==> src/rtl/prv664_commit_pkg.sv <==
// prv664_commit_pkg
//   Shared types and constants for the prv664 in-order commit stage:
//   FSM states, exception bit layout of a ROB entry, trap kinds, the
//   RISC-V mcause codes used at retirement and the cause priority encoder.
package prv664_commit_pkg;

    localparam int XLEN   = 64;
    localparam int ROBTAG = 8;

    typedef enum logic [1:0] {
        ST_RUN     = 2'd0,
        ST_IRRWAIT = 2'd1,
        ST_TRAP    = 2'd2,
        ST_FLUSH   = 2'd3
    } commit_state_e;

    typedef enum logic [1:0] {
        KIND_TRAP = 2'd0,
        KIND_MRET = 2'd1,
        KIND_SRET = 2'd2
    } trap_kind_e;

    // Exception flags carried by a ROB entry; first member is the MSB.
    typedef struct packed {
        logic instr_addrmis;
        logic instr_accflt;
        logic instr_pageflt;
        logic illins;
        logic load_addrmis;
        logic load_accflt;
        logic load_pageflt;
        logic store_addrmis;
        logic store_accflt;
        logic store_pageflt;
    } excp_t;

    localparam logic [4:0] CAUSE_INSTR_ADDRMIS = 5'd0;
    localparam logic [4:0] CAUSE_INSTR_ACCFLT  = 5'd1;
    localparam logic [4:0] CAUSE_ILLINS        = 5'd2;
    localparam logic [4:0] CAUSE_BREAKPOINT    = 5'd3;
    localparam logic [4:0] CAUSE_LOAD_ADDRMIS  = 5'd4;
    localparam logic [4:0] CAUSE_LOAD_ACCFLT   = 5'd5;
    localparam logic [4:0] CAUSE_STORE_ADDRMIS = 5'd6;
    localparam logic [4:0] CAUSE_STORE_ACCFLT  = 5'd7;
    localparam logic [4:0] CAUSE_ECALL_U       = 5'd8;
    localparam logic [4:0] CAUSE_INSTR_PAGEFLT = 5'd12;
    localparam logic [4:0] CAUSE_LOAD_PAGEFLT  = 5'd13;
    localparam logic [4:0] CAUSE_STORE_PAGEFLT = 5'd15;

    typedef struct packed {
        logic       hit;
        logic [4:0] code;
    } cause_t;

    // Highest-priority synchronous exception of a retiring entry.
    // ecall codes are consecutive by privilege (U=8, S=9, M=11).
    function automatic cause_t encode_cause(excp_t e, logic ecall, logic ebreak,
                                            logic [1:0] priv);
        cause_t c;
        c.hit = 1'b1;
        if      (e.instr_pageflt) c.code = CAUSE_INSTR_PAGEFLT;
        else if (e.instr_accflt)  c.code = CAUSE_INSTR_ACCFLT;
        else if (e.instr_addrmis) c.code = CAUSE_INSTR_ADDRMIS;
        else if (e.illins)        c.code = CAUSE_ILLINS;
        else if (ebreak)          c.code = CAUSE_BREAKPOINT;
        else if (ecall)           c.code = CAUSE_ECALL_U + {3'b000, priv};
        else if (e.load_addrmis)  c.code = CAUSE_LOAD_ADDRMIS;
        else if (e.store_addrmis) c.code = CAUSE_STORE_ADDRMIS;
        else if (e.load_pageflt)  c.code = CAUSE_LOAD_PAGEFLT;
        else if (e.store_pageflt) c.code = CAUSE_STORE_PAGEFLT;
        else if (e.load_accflt)   c.code = CAUSE_LOAD_ACCFLT;
        else if (e.store_accflt)  c.code = CAUSE_STORE_ACCFLT;
        else begin
            c.hit  = 1'b0;
            c.code = '0;
        end
        return c;
    endfunction

endpackage

==> src/rtl/prv664_trap_encode.sv <==
// prv664_trap_encode
//   Combinational classification of the ROB head: does retiring it divert
//   to the CSR unit, and if so with which kind and cause.
//   excp_i/ecall_i/ebreak_i/mret_i/sret_i : head flags
//   priv_i   : current privilege (selects the ecall cause)
//   trap_o   : head needs the CSR unit (exception, ecall, ebreak, xret)
//   kind_o   : trap / mret / sret; an exception outranks an xret
//   cause_o  : mcause code, 0 for xret
module prv664_trap_encode
    import prv664_commit_pkg::*;
(
    input  excp_t       excp_i,
    input  logic        ecall_i,
    input  logic        ebreak_i,
    input  logic        mret_i,
    input  logic        sret_i,
    input  logic [1:0]  priv_i,
    output logic        trap_o,
    output trap_kind_e  kind_o,
    output logic [4:0]  cause_o
);

    cause_t c;

    always_comb begin
        c       = encode_cause(excp_i, ecall_i, ebreak_i, priv_i);
        cause_o = c.code;
        trap_o  = c.hit | mret_i | sret_i;
        if (c.hit)       kind_o = KIND_TRAP;
        else if (mret_i) kind_o = KIND_MRET;
        else if (sret_i) kind_o = KIND_SRET;
        else             kind_o = KIND_TRAP;
    end

endmodule

==> src/rtl/prv664_commit_unit.sv <==
// prv664_commit_unit
//   In-order retirement: pops the completed ROB head and either writes
//   architectural state, hands a trap/xret to the CSR unit, or redirects
//   fetch. Every control-flow change ends in a one-cycle flush.
//   rob_*        : ROB head entry and pop handshake (rob_ready_o)
//   priv_i       : current privilege level
//   gpr/fpr/csr/fflag_* : registered architectural writes
//   irrevo_*     : one-shot go for an irrevocable, not yet executed head
//   trap_*       : trap/xret request to the CSR unit, target comes back
//   flush_o/redirect_pc_o : pipeline flush with new fetch PC
//   instret_o    : one pulse per retired instruction
module prv664_commit_unit
    import prv664_commit_pkg::*;
(
    input  logic              clk_i,
    input  logic              arstn_i,
    input  logic              rob_valid_i,
    input  logic              rob_complete_i,
    output logic              rob_ready_o,
    input  logic [ROBTAG-1:0] rob_itag_i,
    input  logic [XLEN-1:0]   rob_pc_i,
    input  logic [XLEN-1:0]   rob_data_i,
    input  logic [XLEN-1:0]   rob_csrdata_i,
    input  logic [XLEN-1:0]   rob_branchaddr_i,
    input  excp_t             rob_excp_i,
    input  logic              rob_ecall_i,
    input  logic              rob_ebreak_i,
    input  logic              rob_mret_i,
    input  logic              rob_sret_i,
    input  logic              rob_jump_i,
    input  logic              rob_irrevo_i,
    input  logic              rob_rden_i,
    input  logic [4:0]        rob_rdindex_i,
    input  logic              rob_frden_i,
    input  logic [4:0]        rob_frdindex_i,
    input  logic              rob_csren_i,
    input  logic [11:0]       rob_csrindex_i,
    input  logic              rob_fflagen_i,
    input  logic [4:0]        rob_fflag_i,
    input  logic [1:0]        priv_i,
    output logic              gpr_we_o,
    output logic [4:0]        gpr_idx_o,
    output logic [XLEN-1:0]   gpr_data_o,
    output logic              fpr_we_o,
    output logic [4:0]        fpr_idx_o,
    output logic [XLEN-1:0]   fpr_data_o,
    output logic              csr_we_o,
    output logic [11:0]       csr_idx_o,
    output logic [XLEN-1:0]   csr_data_o,
    output logic              fflag_we_o,
    output logic [4:0]        fflag_o,
    output logic              irrevo_go_o,
    output logic [ROBTAG-1:0] irrevo_itag_o,
    output logic              trap_valid_o,
    input  logic              trap_ready_i,
    output logic [1:0]        trap_kind_o,
    output logic [4:0]        trap_cause_o,
    output logic [XLEN-1:0]   trap_epc_o,
    input  logic [XLEN-1:0]   trap_target_i,
    output logic              flush_o,
    output logic [XLEN-1:0]   redirect_pc_o,
    output logic              instret_o
);

    commit_state_e state_q, state_d;
    logic          irrevo_go_d;
    logic          head_trap;
    trap_kind_e    head_kind;
    logic [4:0]    head_cause;
    logic          pop_plain;
    logic          trap_accept;

    prv664_trap_encode u_trap_encode (
        .excp_i   (rob_excp_i),
        .ecall_i  (rob_ecall_i),
        .ebreak_i (rob_ebreak_i),
        .mret_i   (rob_mret_i),
        .sret_i   (rob_sret_i),
        .priv_i   (priv_i),
        .trap_o   (head_trap),
        .kind_o   (head_kind),
        .cause_o  (head_cause)
    );

    // NOTE: every signal written here gets a default first, so no path
    // leaves it unassigned and no latch is inferred.
    always_comb begin
        state_d     = state_q;
        rob_ready_o = 1'b0;
        irrevo_go_d = 1'b0;
        unique case (state_q)
            ST_RUN, ST_IRRWAIT: begin
                // Gated by reset so the pop handshake is also quiet while
                // arstn_i is held low.
                rob_ready_o = arstn_i & rob_valid_i & rob_complete_i;
                if (rob_ready_o) begin
                    if (head_trap)       state_d = ST_TRAP;
                    else if (rob_jump_i) state_d = ST_FLUSH;
                    else                 state_d = ST_RUN;
                end else if (state_q == ST_RUN && rob_valid_i && rob_irrevo_i) begin
                    // IRRWAIT remembers the go was given for this head.
                    irrevo_go_d = 1'b1;
                    state_d     = ST_IRRWAIT;
                end
            end
            ST_TRAP:  if (trap_ready_i) state_d = ST_FLUSH;
            ST_FLUSH: state_d = ST_RUN;
            default:  state_d = ST_RUN;
        endcase
    end

    assign pop_plain   = rob_ready_o & ~head_trap;
    assign trap_accept = (state_q == ST_TRAP) & trap_ready_i;
    assign flush_o     = (state_q == ST_FLUSH);

    // NOTE: sequential state uses non-blocking assignments so all registers
    // update together from the values sampled at the clock edge.
    always_ff @(posedge clk_i or negedge arstn_i) begin
        if (!arstn_i) begin
            state_q       <= ST_RUN;
            gpr_we_o      <= 1'b0;
            gpr_idx_o     <= '0;
            gpr_data_o    <= '0;
            fpr_we_o      <= 1'b0;
            fpr_idx_o     <= '0;
            fpr_data_o    <= '0;
            csr_we_o      <= 1'b0;
            csr_idx_o     <= '0;
            csr_data_o    <= '0;
            fflag_we_o    <= 1'b0;
            fflag_o       <= '0;
            irrevo_go_o   <= 1'b0;
            irrevo_itag_o <= '0;
            trap_valid_o  <= 1'b0;
            trap_kind_o   <= '0;
            trap_cause_o  <= '0;
            trap_epc_o    <= '0;
            redirect_pc_o <= '0;
            instret_o     <= 1'b0;
        end else begin
            state_q    <= state_d;
            gpr_we_o   <= pop_plain & rob_rden_i & (rob_rdindex_i != 5'd0);
            fpr_we_o   <= pop_plain & rob_frden_i;
            csr_we_o   <= pop_plain & rob_csren_i;
            fflag_we_o <= pop_plain & rob_fflagen_i;
            // xret retires an instruction; an exception does not.
            instret_o  <= pop_plain | (rob_ready_o & head_trap & (head_kind != KIND_TRAP));
            if (rob_ready_o) begin
                gpr_idx_o  <= rob_rdindex_i;
                gpr_data_o <= rob_data_i;
                fpr_idx_o  <= rob_frdindex_i;
                fpr_data_o <= rob_data_i;
                csr_idx_o  <= rob_csrindex_i;
                csr_data_o <= rob_csrdata_i;
                fflag_o    <= rob_fflag_i;
            end

            irrevo_go_o <= irrevo_go_d;
            if (irrevo_go_d) irrevo_itag_o <= rob_itag_i;

            if (rob_ready_o && head_trap) begin
                trap_valid_o <= 1'b1;
                trap_kind_o  <= head_kind;
                trap_cause_o <= head_cause;
                trap_epc_o   <= rob_pc_i;
            end else if (trap_accept) begin
                trap_valid_o <= 1'b0;
            end

            if (pop_plain && rob_jump_i) redirect_pc_o <= rob_branchaddr_i;
            else if (trap_accept)        redirect_pc_o <= trap_target_i;
        end
    end

endmodule

==> config.mk <==
export PLATFORM = sky130hd
export DESIGN_NAME = prv664_commit_unit
export DESIGN_NICKNAME = d
export VERILOG_FILES = /design/src/rtl/prv664_commit_pkg.sv /design/src/rtl/prv664_trap_encode.sv /design/src/rtl/prv664_commit_unit.sv
export SDC_FILE = /design/constraint.sdc
export NUM_CORES = 1
export LEC_CHECK = 0
export BUFFER_PORTS_ARGS = -buffer_cell sky130_fd_sc_hd__buf_2
export CELL_PAD_IN_SITES_DETAIL_PLACEMENT = 1
export CELL_PAD_IN_SITES_GLOBAL_PLACEMENT = 2
export CORE_AREA = 5 5 288 290
export CTS_BUF_LIST = sky130_fd_sc_hd__clkbuf_4 sky130_fd_sc_hd__clkbuf_8
export DETAILED_ROUTE_END_ITERATION = 6
export DIE_AREA = 0 0 293 295
export GPL_ROUTABILITY_DRIVEN = 1
export PLACE_DENSITY_LB_ADDON = 0.25
export SLEW_MARGIN = 15
export SYNTH_ARGS = -nofsm -noshare
export SYNTH_HDL_FRONTEND = slang
export SYNTH_SLANG_ARGS = --single-unit
==> constraint.sdc <==
create_clock -name clk_i -period 2.27 [get_ports clk_i]
set_input_delay 0.3405 -clock clk_i [delete_from_list [all_inputs] [get_ports clk_i]]
set_output_delay 0.3405 -clock clk_i [all_outputs]
set_load 0.05 [all_outputs]
# Word level (Yosys, flattened, before mapping)
# Cells that the tools add are included.
# totals
ff_bits	307
in_bits	382
out_inout_bits	371
# op_classes
add_sub_neg	1
n_eq_ne	5
mux	41
bitwise_logic	15
n_reduce_logical	11
# ops
cell	count
two-way mux 64 bit	2
two-way mux 5 bit	11
two-way mux 1 bit	18
two-way mux 2 bit	8
AND 1 bit	11
case mux 2 bit (3 select lines)	1
nonzero test 2 bit	3
adder 4 x 2 -> 5 bit (first input constant)	1
nonzero test 5 bit	1
equality test 2 bit (second input constant)	2
logical AND 1 bit	4
two-way mux 3 bit	1
!= test 3 bit (second input constant)	1
OR 1 bit	3
equality test 2 x 1 -> 1 bit (second input constant)	1
zero test 2 bit	1
!= test 2 bit (second input constant)	1
AND reduction 2 bit	1
OR reduction 2 bit	1
NOT 1 bit	1

# Longest topological paths before layout
# logic_depth
depth_word	18
ltp_mapped	6

# Cells and area by module
# Synthesis repeated with hierarchy kept, for this count alone.
# hier_totals
hier_cells	1219
hier_area_um2	12729.7
# by_module_without_submodules
module	instances	cells_per_inst	area_per_inst_um2
prv664_commit_unit	1	1192	12538.3
prv664_trap_encode	1	27	191.4

# Worst setup path before layout
# OpenSTA, ideal clock, no wires.
# synth_path
path_type	input to register
start	input rob_excp_i[4] (netlist name)
end	register trap_cause_o[2]
setup_ps	125
t_arrival_ps	1913
slack_ps	233
cell_stages	6
n_path_buf	2
cell_sequence	or4_4 -> nor3_1 -> a31o_2 -> buf_4 -> buf_4 -> mux2_2
# synth_between
elab_chain_len	14
word_cells_on_any_way	25
# synth_lines
element	line_no	text
start: declaration	prv664_commit_unit.sv:25	input excp_t rob_excp_i,
two-way mux 1 bit	prv664_commit_pkg.sv:71	else if (e.load_accflt) c.code = CAUSE_LOAD_ACCFLT;
two-way mux 1 bit	prv664_commit_pkg.sv:70	else if (e.store_pageflt) c.code = CAUSE_STORE_PAGEFLT;
two-way mux 1 bit	prv664_commit_pkg.sv:69	else if (e.load_pageflt) c.code = CAUSE_LOAD_PAGEFLT;
two-way mux 1 bit	prv664_commit_pkg.sv:68	else if (e.store_addrmis) c.code = CAUSE_STORE_ADDRMIS;
two-way mux 1 bit	prv664_commit_pkg.sv:67	else if (e.load_addrmis) c.code = CAUSE_LOAD_ADDRMIS;
two-way mux 1 bit	prv664_commit_pkg.sv:66	else if (ecall) c.code = CAUSE_ECALL_U + {3'b000, priv};
two-way mux 1 bit	prv664_commit_pkg.sv:65	else if (ebreak) c.code = CAUSE_BREAKPOINT;
two-way mux 1 bit	prv664_commit_pkg.sv:64	else if (e.illins) c.code = CAUSE_ILLINS;
two-way mux 1 bit	prv664_commit_pkg.sv:63	else if (e.instr_addrmis) c.code = CAUSE_INSTR_ADDRMIS;
two-way mux 1 bit	prv664_commit_pkg.sv:62	else if (e.instr_accflt) c.code = CAUSE_INSTR_ACCFLT;
two-way mux 1 bit	prv664_commit_pkg.sv:61	if (e.instr_pageflt) c.code = CAUSE_INSTR_PAGEFLT;
OR 1 bit (2 in a row)	prv664_trap_encode.sv:28	trap_o = c.hit | mret_i | sret_i;
logical AND 1 bit	prv664_commit_unit.sv:161	if (rob_ready_o && head_trap) begin
end signal: assignment	prv664_commit_unit.sv:164	trap_cause_o <= head_cause;
end: declaration	prv664_commit_unit.sv:57	output logic [4:0] trap_cause_o,
# Several ways; a longest one is shown, not always the timed one.
# A chain may end at the register's enable or synchronous reset.

# Worst setup path in the final report
# layout_path
start	input arstn_i
end	register redirect_pc_o[43]
# layout_between
elab_chain_len	6
word_cells_on_any_way	7
# layout_lines
element	line_no	text
start: declaration	prv664_commit_unit.sv:16	input logic arstn_i,
AND 1 bit (*) (2 in a row)	prv664_commit_unit.sv:95	rob_ready_o = arstn_i & rob_valid_i & rob_complete_i;
two-way mux 1 bit (*)	prv664_commit_unit.sv:91	unique case (state_q)
AND 1 bit (*)	prv664_commit_unit.sv:112	assign pop_plain = rob_ready_o & ~head_trap;
logical AND 1 bit (*)	prv664_commit_unit.sv:170	if (pop_plain && rob_jump_i) redirect_pc_o <= rob_branchaddr_i;
two-way mux 64 bit or nonzero test 2 bit (tied branches)	-	
end signal: assignment	prv664_commit_unit.sv:170	
end signal: assignment	prv664_commit_unit.sv:171	else if (trap_accept) redirect_pc_o <= trap_target_i;
end: declaration	prv664_commit_unit.sv:61	output logic [XLEN-1:0] redirect_pc_o,
# Mark *: on every way between the ends. The rest lies on a longest branch, timed or not.

==> qor.txt <==
CP delay by family, top = buffers and inverters
Yosys top cell area share = 58.55%
I/O pin total = 753
# DRC = 0
Die width = 293 µm
Crit path launch = arstn_i
CTS tree = built
Final WL = 59340 µm
CTS root buffer = clkbuf_8
Setup violators final = 0
Pin count of the biggest net entering global routing = 131
Synth cell types = 37
Data arrival, critical path = 2.68 ns
Area growth, synth to finish = 71.15%
Vias per cell = 3.710
Core Area = 80030 µm²
Post-synthesis cell area = 13080 µm²
Top post-synthesis cells by count = nand2_1, dfrtp_1, mux2_2
Cell area power density = 1516 nW/µm²
Yosys reg bits = 306
Max Slew Vio Count = 0
Slew of the pin with the lowest slew margin = 0.8364 ns
Antenna Nets Post-Route = 0
Syn Inst Count = 1154
Worst r2r src = state_q[1]
Final hold violations = 0
Min-Delay Path Class = in2reg
Total power = 33920 µW
FP Rows = 104
H-Tree Depth = 3
Worst IR Drop VDD = 0.0006786 V
Worst min-delay path startpoint = trap_target_i[44]
Avg Inst Size Synth = 11.33 µm²
Final core occ = 27.97%
Status = finished clean
Overflow after GRT = 0
Initial antenna violation count = 9
Worst Setup End Kind = register
First-pass GRT wire length = 87570 µm
YS warnings = 0
DP Cell Count = 2879
Initial Util = 16.34%
CP most frequent cell = buf_4
CP endpoint = redirect_pc_o[43]
Max Cap Viol = 0
Hpwl dp = 43850 µm
Clock transition at the registers of the reported paths = 0.06 ns
Max_slew headroom = 44.24%
Asr flop ratio synth = 100.0%
Layout filler cell count = 9355
Via count = 12300
Most numerous cell in the Yosys netlist = nand2_1
Vias in the first global route = 14100
CP cell instances = dlygate4sd3_1, buf_8, nand4b_1, buf_4, buf_4, nor4_4, nand3_4, buf_12, mux2_4
CP max-delay cell = dlygate4sd3_1
Period minus WS final = 2.184 ns
Worst reg-to-reg path cell count = 7
Synthesized Nets = 1536
Area leader, netlist = dfrtp_1
Buffers on Ports = 751
Post-synthesis sequential area ratio = 58.55%
CP max stage delay = 0.57 ns
CTS Buf Count = 66
Setup_tns = 0 ns
Pre-Repair DR Iteration Count = 4
Die Ht = 295 µm
Worst r2r dst = redirect_pc_o[43]
Critical path buffers and inverters = 5
R2R setup slack = 0.12 ns
Worst skew pair latency = 0.62 ns
Max Fclk = 0.4579 GHz
DP Area = 17820 µm²
TritonCTS sink count = 306
Period utilisation layout = 96.20%
Routed length per instance = 17.90 µm
Layout cells sized above 1 = 49.76%
Non-filler cells, final = 3315
Crit start category = input pin
Final Skew = 0.02211 ns
Req. time, crit path = 2.76 ns
Longest Clk Path Bufs = 3
Starting DRT DRC Count = 223
GP Congestion = 0.7943
GRT Resource Usage Total = 13.11%
Maximum fanout along the worst path = 22
Number of synthesized flops with an enable pin = 0
Post-route cell area = 22380 µm²
Synth top area cells = dfrtp_1, nand2_1, mux2_2
Nets@finish = 2582
Crit path kind = in2reg
Synth Flop Type = dfrtp_1
Die area = 86440 µm²
Critical path depth in cells = 9
Lkg Pwr = 0.01183 µW
[metal layers]
| layer | vias to the layer above | routed length, µm | share of wire [%] | track usage (%) |
|---|---|---|---|---|
| li1 | 5761 | - | - | - |
| met1 | 5910 | 21310 | 36 | 13.76 |
| met2 | 510 | 31120 | 52 | 24.31 |
| met3 | 117 | 4932 | 8.3 | 4.575 |
| met4 | 2 | 1963 | 3.3 | 4.699 |
| met5 | - | 13 | 0.022 | 0 |
[repair_timing]
action                                 CTS  global route
hold buffers                           307             0
endpoints found under the hold margin  347             0
setup endpoints to repair                1            50
pin swaps                                1             0
buffers inserted                         3             1
gates resized for setup                  6             1
cloned                                   2             0
[flip-flops by register name, summed over array words and instances (netlist names)]
register / flops
fflag_o: 5
state_q: 2
csr_idx_o: 12
redirect_pc_o: 64
irrevo_go_o: 1
fpr_data_o: 64
trap_kind_o: 2
fpr_we_o: 1
trap_cause_o: 4
trap_epc_o: 64
fflag_we_o: 1
trap_valid_o: 1
gpr_we_o: 1
instret_o: 1
csr_we_o: 1
gpr_idx_o: 5
fpr_idx_o: 5
irrevo_itag_o: 8
csr_data_o: 64
[layout make-up]
cell class                      count  area [µm²]  area share [%]
Antenna cell                        8       20.02         0.08944
Clock buffer                      108        1299           5.802
Clock inverter                      7       53.80          0.2404
Inverter                            5       23.77          0.1062
Multi-Input combinational cell    723        4643           20.74
Sequential cell                   306        7657           34.21
Tap cell                         1060        1326           5.925
Timing Repair Buffer             1098        7360           32.88
[cell usage in the layout, fill, tap and decap left out, types with 2 or more instances in the layout]
cell / synthesis / routed
inv_1: 5 / 4
diode_2: 0 / 8
clkinvlp_4: 0 / 2
dlygate4sd3_1: 0 / 307
buf_12: 0 / 13
clkbuf_8: 0 / 78
or4_4: 2 / 2
mux2_4: 60 / 60
buf_2: 0 / 749
nor2_1: 6 / 6
inv_6: 0 / 3
nand2_1: 471 / 470
and3_1: 3 / 3
mux2_2: 143 / 143
nor2b_1: 3 / 3
or4_1: 2 / 2
o21ai_0: 3 / 3
clkinv_2: 0 / 2
a22o_1: 2 / 2
clkbuf_4: 0 / 30
a21oi_1: 4 / 4
nor3_1: 3 / 3
nand2b_1: 3 / 3
buf_8: 0 / 2
buf_4: 73 / 25
dfrtp_1: 306 / 306
[worst register-to-register path: stages (launching register included)]
cell and delay, ns:
dfrtp_1 0.38, nand4b_1 0.19, buf_4 0.17, buf_4 0.16, nor4_4 0.29, nand3_4 0.25
buf_12 0.28, mux2_4 0.33
[stage by stage]
stage          worst slack [ns]  hold slack [ns]
2_1_floorplan            0.2327          0.04491
3_3_place_gp           -0.02360           0.4523
3_5_place_dp           -0.07941           0.4568
4_1_cts               -0.002295        0.0007572
5_1_grt                -0.01472          0.02871
6_report                0.08621          0.08164
[kinds of logic (layout without fill, tap and decap cells)]
kind of cell,Yosys count,after routing,synth area share (%)
other,1,9,0.02868
AOI/OAI and AO/OA,17,17,0.9377
muxes,204,204,19.28
and+or+nand+nor,501,501,15.17
DFF,306,306,58.55
buffers and inverters,125,1218,6.028
[how the worst min path moves through the flow]
| stage | end | slack (ns) | cells past startpoint |
|---|---|---|---|
| after floorplan | csr_data_o[0] | 0.04 | 0 |
| after global placement | fpr_idx_o[1] | 0.45 | 2 |
| after detailed placement | csr_idx_o[7] | 0.46 | 2 |
| after CTS | redirect_pc_o[44] | 0.0008 | 3 |
| after global routing | redirect_pc_o[55] | 0.03 | 3 |
| final | redirect_pc_o[44] | 0.08 | 3 |
[power by group]
part           switching [µW]  total [µW]  leakage, µW  internal [µW]
Combinational           13600       18400      0.00736           4830
Sequential               1430        9240      0.00375           7810
Clock                    2650        6250     0.000722           3610
No activity file was read; power rests on OpenSTA's default activity.
